--- src/rtl/his_peak_finder_if.sv ---
// ---------------------------------------------------------------------------
// his_peak_finder_if
// Bundles the two handshakes around the histogram peak finder:
//   bin stream  : bin_valid/bin_ready, bin_count, bin_last, hist_sel, thr
//   result      : res_valid/res_ready, peak_bin, peak_cnt, total_cnt,
//                 detect, frame_err, res_bank, pixel_idx
// Modports:
//   master : environment view (drives bins, consumes results)
//   slave  : peak finder view (consumes bins, drives results)
// ---------------------------------------------------------------------------
interface his_peak_finder_if #(
   parameter int NB    = 8,
   parameter int CNT_W = 16,
   parameter int PIX_W = 8
);
   logic                  bin_valid;
   logic                  bin_ready;
   logic [CNT_W-1:0]      bin_count;
   logic                  bin_last;
   logic                  hist_sel;
   logic [CNT_W-1:0]      thr;
   logic                  res_valid;
   logic                  res_ready;
   logic [NB-1:0]         peak_bin;
   logic [CNT_W-1:0]      peak_cnt;
   logic [CNT_W+NB-1:0]   total_cnt;
   logic                  detect;
   logic                  frame_err;
   logic                  res_bank;
   logic [PIX_W-1:0]      pixel_idx;

   modport master (
      output bin_valid, bin_count, bin_last, hist_sel, thr, res_ready,
      input  bin_ready, res_valid, peak_bin, peak_cnt, total_cnt,
             detect, frame_err, res_bank, pixel_idx
   );

   modport slave (
      input  bin_valid, bin_count, bin_last, hist_sel, thr, res_ready,
      output bin_ready, res_valid, peak_bin, peak_cnt, total_cnt,
             detect, frame_err, res_bank, pixel_idx
   );
endinterface

--- src/rtl/his_peak_finder.sv ---
// ---------------------------------------------------------------------------
// his_peak_finder
// Scans one pixel histogram (bin counts streamed in bin order) and emits one
// record per histogram: peak bin/count (ties keep the lowest index), total
// count, threshold detection, frame-length error, bank echo and pixel index.
// Ports:
//   clk  : rising-edge clock
//   res  : asynchronous active-high reset
//   bus  : his_peak_finder_if.slave (bin stream in, result record out)
// ---------------------------------------------------------------------------
module his_peak_finder #(
   parameter int NB        = 8,
   parameter int NUM_BINS  = 256,
   parameter int CNT_W     = 16,
   parameter int PIXEL_NUM = 200,
   parameter int PIX_W     = 8
) (
   input  logic               clk,
   input  logic               res,
   his_peak_finder_if.slave   bus
);

   localparam logic [NB:0]      LAST_IDX = (NB+1)'(NUM_BINS - 1);
   localparam logic [NB:0]      IDX_ONE  = (NB+1)'(1);
   localparam logic [PIX_W-1:0] PIX_LAST = PIX_W'(PIXEL_NUM - 1);
   localparam logic [PIX_W-1:0] PIX_ONE  = PIX_W'(1);

   typedef enum logic [1:0] {IDLE, SCAN, HOLD} state_t;

   state_t                state, state_nxt;
   logic                  ready_q;
   logic [NB:0]           idx_p0;
   logic [CNT_W-1:0]      max_cnt_p0;
   logic [NB-1:0]         max_idx_p0;
   logic [CNT_W+NB-1:0]   sum_p0;
   logic [CNT_W-1:0]      thr_p0;
   logic                  bank_p0;

   logic                  accept;
   logic                  first_bin;
   logic                  at_last_idx;
   logic                  end_bin;
   logic                  res_fire;
   logic [CNT_W-1:0]      max_cnt_nxt;
   logic [NB-1:0]         max_idx_nxt;
   logic [CNT_W+NB-1:0]   sum_nxt;
   logic [CNT_W-1:0]      thr_eff;
   logic                  bank_eff;

   // ready_q keeps bin_ready low until the first clock after reset release
   assign bus.bin_ready = ready_q & (state != HOLD);
   assign bus.res_valid = (state == HOLD);

   assign accept      = bus.bin_valid & bus.bin_ready;
   assign first_bin   = (state == IDLE);
   // idx_p0 is 0 in IDLE, so it is the index of the bin being accepted
   assign at_last_idx = (idx_p0 == LAST_IDX);
   assign end_bin     = accept & (bus.bin_last | at_last_idx);
   assign res_fire    = bus.res_valid & bus.res_ready;

   // Accumulator update for the bin presented this cycle; the first bin
   // restarts max/sum and takes threshold and bank from the live inputs.
   always_comb begin
      max_cnt_nxt = max_cnt_p0;
      max_idx_nxt = max_idx_p0;
      sum_nxt     = sum_p0 + {{NB{1'b0}}, bus.bin_count};
      thr_eff     = thr_p0;
      bank_eff    = bank_p0;
      if (first_bin) begin
         max_cnt_nxt = bus.bin_count;
         max_idx_nxt = '0;
         sum_nxt     = {{NB{1'b0}}, bus.bin_count};
         thr_eff     = bus.thr;
         bank_eff    = bus.hist_sel;
      end else if (bus.bin_count > max_cnt_p0) begin
         // strict compare: an equal later bin never displaces the earlier one
         max_cnt_nxt = bus.bin_count;
         max_idx_nxt = idx_p0[NB-1:0];
      end
   end

   always_comb begin
      state_nxt = state;
      unique case (state)
         IDLE:    if (accept)   state_nxt = end_bin ? HOLD : SCAN;
         SCAN:    if (end_bin)  state_nxt = HOLD;
         HOLD:    if (res_fire) state_nxt = IDLE;
         default:               state_nxt = IDLE;
      endcase
   end

   always_ff @(posedge clk or posedge res) begin
      if (res) begin
         state <= IDLE;
      end else begin
         state <= state_nxt;
      end
   end

   // Stage p0: per-bin accumulation; result registers load on the end bin
   always_ff @(posedge clk or posedge res) begin
      if (res) begin
         ready_q       <= 1'b0;
         idx_p0        <= '0;
         max_cnt_p0    <= '0;
         max_idx_p0    <= '0;
         sum_p0        <= '0;
         thr_p0        <= '0;
         bank_p0       <= 1'b0;
         bus.peak_bin  <= '0;
         bus.peak_cnt  <= '0;
         bus.total_cnt <= '0;
         bus.detect    <= 1'b0;
         bus.frame_err <= 1'b0;
         bus.res_bank  <= 1'b0;
         bus.pixel_idx <= '0;
      end else begin
         ready_q <= 1'b1;
         if (accept) begin
            idx_p0     <= end_bin ? '0 : idx_p0 + IDX_ONE;
            max_cnt_p0 <= max_cnt_nxt;
            max_idx_p0 <= max_idx_nxt;
            sum_p0     <= sum_nxt;
            thr_p0     <= thr_eff;
            bank_p0    <= bank_eff;
         end
         // No bin can be accepted in HOLD, so the record is frozen there
         if (end_bin) begin
            bus.peak_bin  <= max_idx_nxt;
            bus.peak_cnt  <= max_cnt_nxt;
            bus.total_cnt <= sum_nxt;
            bus.detect    <= (max_cnt_nxt >= thr_eff);
            bus.frame_err <= bus.bin_last ^ at_last_idx;
            bus.res_bank  <= bank_eff;
         end
         if (res_fire) begin
            bus.pixel_idx <= (bus.pixel_idx == PIX_LAST) ? '0 : bus.pixel_idx + PIX_ONE;
         end
      end
   end

endmodule

--- src/flat_wrapper.sv ---
// flat-port wrapper written by rule: the top's interface ports become plain ports
module his_peak_finder_flat 
#(
   parameter int NB        = 8,
   parameter int NUM_BINS  = 256,
   parameter int CNT_W     = 16,
   parameter int PIXEL_NUM = 200,
   parameter int PIX_W     = 8
)
  (clk, res, bus_bin_valid, bus_bin_count, bus_bin_last, bus_hist_sel, bus_thr, bus_res_ready, bus_bin_ready, bus_res_valid, bus_peak_bin, bus_peak_cnt, bus_total_cnt, bus_detect, bus_frame_err, bus_res_bank, bus_pixel_idx);
  his_peak_finder_if #(.NB(NB), .CNT_W(CNT_W), .PIX_W(PIX_W)) bus_i ();
  input  logic clk;
  input  logic res;
  input wire logic [$bits(bus_i.bin_valid)-1:0] bus_bin_valid;
  input wire logic [$bits(bus_i.bin_count)-1:0] bus_bin_count;
  input wire logic [$bits(bus_i.bin_last)-1:0] bus_bin_last;
  input wire logic [$bits(bus_i.hist_sel)-1:0] bus_hist_sel;
  input wire logic [$bits(bus_i.thr)-1:0] bus_thr;
  input wire logic [$bits(bus_i.res_ready)-1:0] bus_res_ready;
  output wire logic [$bits(bus_i.bin_ready)-1:0] bus_bin_ready;
  output wire logic [$bits(bus_i.res_valid)-1:0] bus_res_valid;
  output wire logic [$bits(bus_i.peak_bin)-1:0] bus_peak_bin;
  output wire logic [$bits(bus_i.peak_cnt)-1:0] bus_peak_cnt;
  output wire logic [$bits(bus_i.total_cnt)-1:0] bus_total_cnt;
  output wire logic [$bits(bus_i.detect)-1:0] bus_detect;
  output wire logic [$bits(bus_i.frame_err)-1:0] bus_frame_err;
  output wire logic [$bits(bus_i.res_bank)-1:0] bus_res_bank;
  output wire logic [$bits(bus_i.pixel_idx)-1:0] bus_pixel_idx;
  assign bus_i.bin_valid = bus_bin_valid;
  assign bus_i.bin_count = bus_bin_count;
  assign bus_i.bin_last = bus_bin_last;
  assign bus_i.hist_sel = bus_hist_sel;
  assign bus_i.thr = bus_thr;
  assign bus_i.res_ready = bus_res_ready;
  assign bus_bin_ready = bus_i.bin_ready;
  assign bus_res_valid = bus_i.res_valid;
  assign bus_peak_bin = bus_i.peak_bin;
  assign bus_peak_cnt = bus_i.peak_cnt;
  assign bus_total_cnt = bus_i.total_cnt;
  assign bus_detect = bus_i.detect;
  assign bus_frame_err = bus_i.frame_err;
  assign bus_res_bank = bus_i.res_bank;
  assign bus_pixel_idx = bus_i.pixel_idx;
  his_peak_finder #(.NB(NB), .NUM_BINS(NUM_BINS), .CNT_W(CNT_W), .PIXEL_NUM(PIXEL_NUM), .PIX_W(PIX_W)) u_core (.clk(clk), .res(res), .bus(bus_i));
endmodule
--- config.mk ---
export PLATFORM = sky130hd
export DESIGN_NAME = his_peak_finder_flat
export DESIGN_NICKNAME = d
export VERILOG_FILES = /design/src/rtl/his_peak_finder_if.sv /design/src/rtl/his_peak_finder.sv /design/src/flat_wrapper.sv
export SDC_FILE = /design/constraint.sdc
export NUM_CORES = 1
export LEC_CHECK = 0
export CELL_PAD_IN_SITES_DETAIL_PLACEMENT = 1
export CELL_PAD_IN_SITES_GLOBAL_PLACEMENT = 1
export CORE_MARGIN = 1.5
export CORE_UTILIZATION = 43
export DETAILED_ROUTE_END_ITERATION = 6
export PLACE_DENSITY_LB_ADDON = 0.12
export RECOVER_POWER = 100
export SYNTH_ARGS = -nofsm -noshare
export SYNTH_HDL_FRONTEND = slang
export SYNTH_SLANG_ARGS = --single-unit
export TNS_END_PERCENT = 50
--- constraint.sdc ---
create_clock -name clk -period 4.7 [get_ports clk]
set_input_delay 0.47 -clock clk [delete_from_list [all_inputs] [get_ports clk]]
set_output_delay 0.47 -clock clk [all_outputs]
set_load 0.02 [all_outputs]
==> impl_metrics.json <==
{
  "cts-resized-gates": 0,
  "critPathLaunchType": "input pin",
  "syn_nets": 916,
  "final_util": 0.543,
  "portBuffers": 98,
  "fin_tns_setup_ps": 0,
  "dpl.hpwl_um": 16500,
  "clock_latency_ps": 430,
  "ys_warn_count": 0,
  "drcViolationCount": 0,
  "grt_pass1_wl_um": 38700,
  "multi_input_comb_area_um2": 4010,
  "clock-root-buffer": "clkbuf_16",
  "final.min_clock_period_ps": 4200,
  "clockBufferDepth": 2,
  "fin_skew_ps": 10.1,
  "ys_seq_area_frac": 0.439,
  "synth_top_family_by_area": "compound AO/OA/AOI/OAI gates",
  "synth_compound_area_frac": 0.188,
  "area_delta_synth_final_pct": 22.5,
  "synthArstFlopShare": 1.00,
  "ir_worst_vdd_mv": 0.318,
  "setup_viol": 0,
  "initial_core_util": 0.443,
  "design.portCount": 99,
  "syn_inst": 825,
  "reg2reg_setup_slack_ps": 750,
  "rsz0062_at_grt": "false",
  "finalMaxSlewViolations": 233,
  "place_inst": 1126,
  "die_w_um": 137,
  "dieArea_um2": 18800,
  "drive_above_1_share": 0.0847,
  "synth_fa_ha_area_frac": 0.0865,
  "post-cts-setup-buffers": 0,
  "hp-class": "register to register",
  "first_global_vias": 7343,
  "die_height_um": 137,
  "synth_area_um2": 7750,
  "cts_htree_levels": 4,
  "vias": 6735,
  "antenna_found_initial": 0,
  "cts_tree": "yes",
  "max_freq_mhz": 238,
  "synthMuxAreaShare": 0.0698,
  "period_share": 0.894,
  "arrival_ps": 4500,
  "ys_ff_latch": 136,
  "grt_overflow": 0,
  "cts_buffers": 17,
  "register_area_um2": 3400,
  "routed_wl_um": 23700,
  "path_max_fanout": 5,
  "maxSlewHeadroom": -0.570,
  "yosys.area_share.simple": 0.161,
  "routedWlPerCell_um": 20.4,
  "status": "complete, but fails checks",
  "grtUsageTotal": 0.268,
  "crit_path_end_kind": "register",
  "n_antenna_cell": 0,
  "synth_ff_type": "dfrtp_1",
  "nets": 1011,
  "synth_edf_count": 0,
  "postRouteAntennaNets": 0,
  "vias_per_cell": 5.82,
  "hold_buffers": 0,
  "synth.distinct_cells": 65,
  "leakage_nw": 4.43,
  "drv_cap": 4,
  "core-area_um2": 17500,
  "crit_type": "input pin to register",
  "gp_congestion": 0.840,
  "power.density_nw_per_um2": 531,
  "fin_cells": 1158,
  "worst_pin_slew_ps": 2360,
  "synth-xor-area-share": 0.0181,
  "failed_checks": "max-capacitance violations, max-slew violations",
  "clock_sinks": 136,
  "drt_iter0_markers": 288,
  "grt_max_degree": 105,
  "finalHoldViolations": 0,
  "fillers": 2007,
  "drt_first_pass_iters": 5,
  "clkTransAtPathRegs_ps": 60,
  "worst_ep_required_time_ps": 5000,
  "avgSynthCellArea_um2": 9.39,
  "rows": 48
}
==> flip-flops by register name (all words and copies together) (netlist names) <==
signal / count
u_core.bus.total_cnt: 24
u_core.sum_p0: 24
u_core.bus.peak_cnt: 16
u_core.max_cnt_p0: 16
u_core.thr_p0: 16
u_core.idx_p0: 9
u_core.bus.peak_bin: 8
u_core.bus.pixel_idx: 8
u_core.max_idx_p0: 8
u_core.state: 2
u_core.bank_p0: 1
u_core.bus.detect: 1
u_core.bus.frame_err: 1
u_core.bus.res_bank: 1
u_core.ready_q: 1
==> power by group <==
part / switching, mW / total, mW / internal [mW]
Sequential: 0.235 / 1.71 / 1.48
Combinational: 1.20 / 2.03 / 0.829
Clock: 0.529 / 1.29 / 0.765
==> worst max-delay path, stage by stage <==
cell	delay [ps]
dlygate4sd3_1	660
ha_1	350
and3_1	170
a221o_1	350
a211oi_1	350
a31oi_1	290
clkbuf_1	220
o21ai_0	290
nand2_1	140
ha_1	210
a21o_1	160
a21o_1	180
a21oi_1	130
o21ai_0	110
o21a_1	170
o21ai_0	150
a31oi_1	100
==> cell type report <==
| type | count | share of cell area |
|---|---|---|
| Clock buffer | 20 | 0.0492 |
| Sequential cell | 136 | 0.359 |
| Tap cell | 225 | 0.0297 |
| Clock inverter | 12 | 0.0107 |
| Inverter | 29 | 0.0119 |
| Timing Repair Buffer | 119 | 0.118 |
| Multi-Input combinational cell | 617 | 0.423 |
==> worst paths after layout <==
kind,startpoint,endpoint,cells after the start
min,u_core.bus.peak_bin[0],u_core.bus.peak_bin[0],2
max in group asynchronous,res,u_core.bus.peak_cnt[5],3
max reg2reg,u_core.max_cnt_p0[6],u_core.bus.detect,17
min reg2reg,u_core.bus.peak_bin[0],u_core.bus.peak_bin[0],2
max,bus_bin_count[5],u_core.bus.detect,17
min in group asynchronous,res,u_core.thr_p0[11],2
==> placed cells by master (no fill, tap or decap), types with 8 or more instances in the layout <==
cell type	count
a21oi_1	43
mux2_2	22
inv_1	28
and3_1	9
nor2_1	72
xor2_1	8
a31oi_1	24
clkdlybuf4s50_1	33
nor2b_1	9
nand4_1	9
a21o_1	18
ha_1	52
mux2i_1	27
clkbuf_16	17
buf_4	15
o21ai_0	75
nand2_1	102
nand3_1	36
xnor2_1	8
a22o_1	11
o211ai_1	11
dlygate4sd3_1	65
dfrtp_1	136
==> Yosys cell counts, drive strengths merged (2+ instances only) <==
cell | n | area [um2]
mux2i | 27 | 270
mux2 | 24 | 270
nand4 | 9 | 56.3
and2 | 7 | 43.8
ha | 52 | 651
nor2 | 74 | 278
nor3b | 2 | 15.0
nand3b | 2 | 15.0
nand3 | 36 | 180
o31ai | 2 | 15.0
a31o | 2 | 17.5
o21a | 6 | 45.0
o211ai | 11 | 92.6
a22o | 11 | 96.3
a21oi | 43 | 219
buf | 15 | 72.6
nor2b | 9 | 56.3
and3 | 9 | 56.3
a221o | 4 | 40.0
dfrtp | 136 | 3400
o311ai | 2 | 17.5
a211oi | 5 | 42.5
nand2b | 6 | 37.5
a31oi | 24 | 156
nor3 | 7 | 35.0
nand2 | 102 | 383
a211o | 2 | 18.8
or3 | 3 | 18.8
a21boi | 2 | 15.0
o21ai | 77 | 400
nor4b | 2 | 38.8
xnor2 | 8 | 70.1
a21o | 18 | 135
clkbuf | 28 | 105
inv | 29 | 109
o2111ai | 5 | 43.8
o41ai | 2 | 32.5
xor2 | 8 | 70.1
and4 | 2 | 17.5
==> through the flow <==
stage / setup slack, ps / hold WS (ps) / power [mW] / area (um2)
after floorplan: 591 / 446 / 3.03 / 7750
after global placement: 551 / 461 / 3.70 / 9010
after detailed placement: 377 / 473 / 3.82 / 9010
after CTS: 762 / 486 / 5.16 / 9580
after global routing: 321 / 507 / 5.35 / 9490
final: 497 / 473 / 5.04 / 9490
==> cells by family after synthesis <==
| family | Yosys count |
|---|---|
| AO/OA/AOI/OAI | 224 |
| AND/OR/NAND/NOR | 272 |
| buffers and inverters | 72 |
| XOR/XNOR | 16 |
| adder cells (fa/ha/maj) | 53 |
| other | 1 |
| multiplexers | 51 |
| flip-flops | 136 |
==> metal layers <==
layer / up-vias / global-route usage / wire [um]
met5: - / 0 / 0
met4: 0 / 0.0772 / 426
met3: 40 / 0.0545 / 835
met2: 137 / 0.467 / 12000
met1: 3420 / 0.336 / 10400
li1: 3138 / - / -
(Power assumes the default switching activity.)
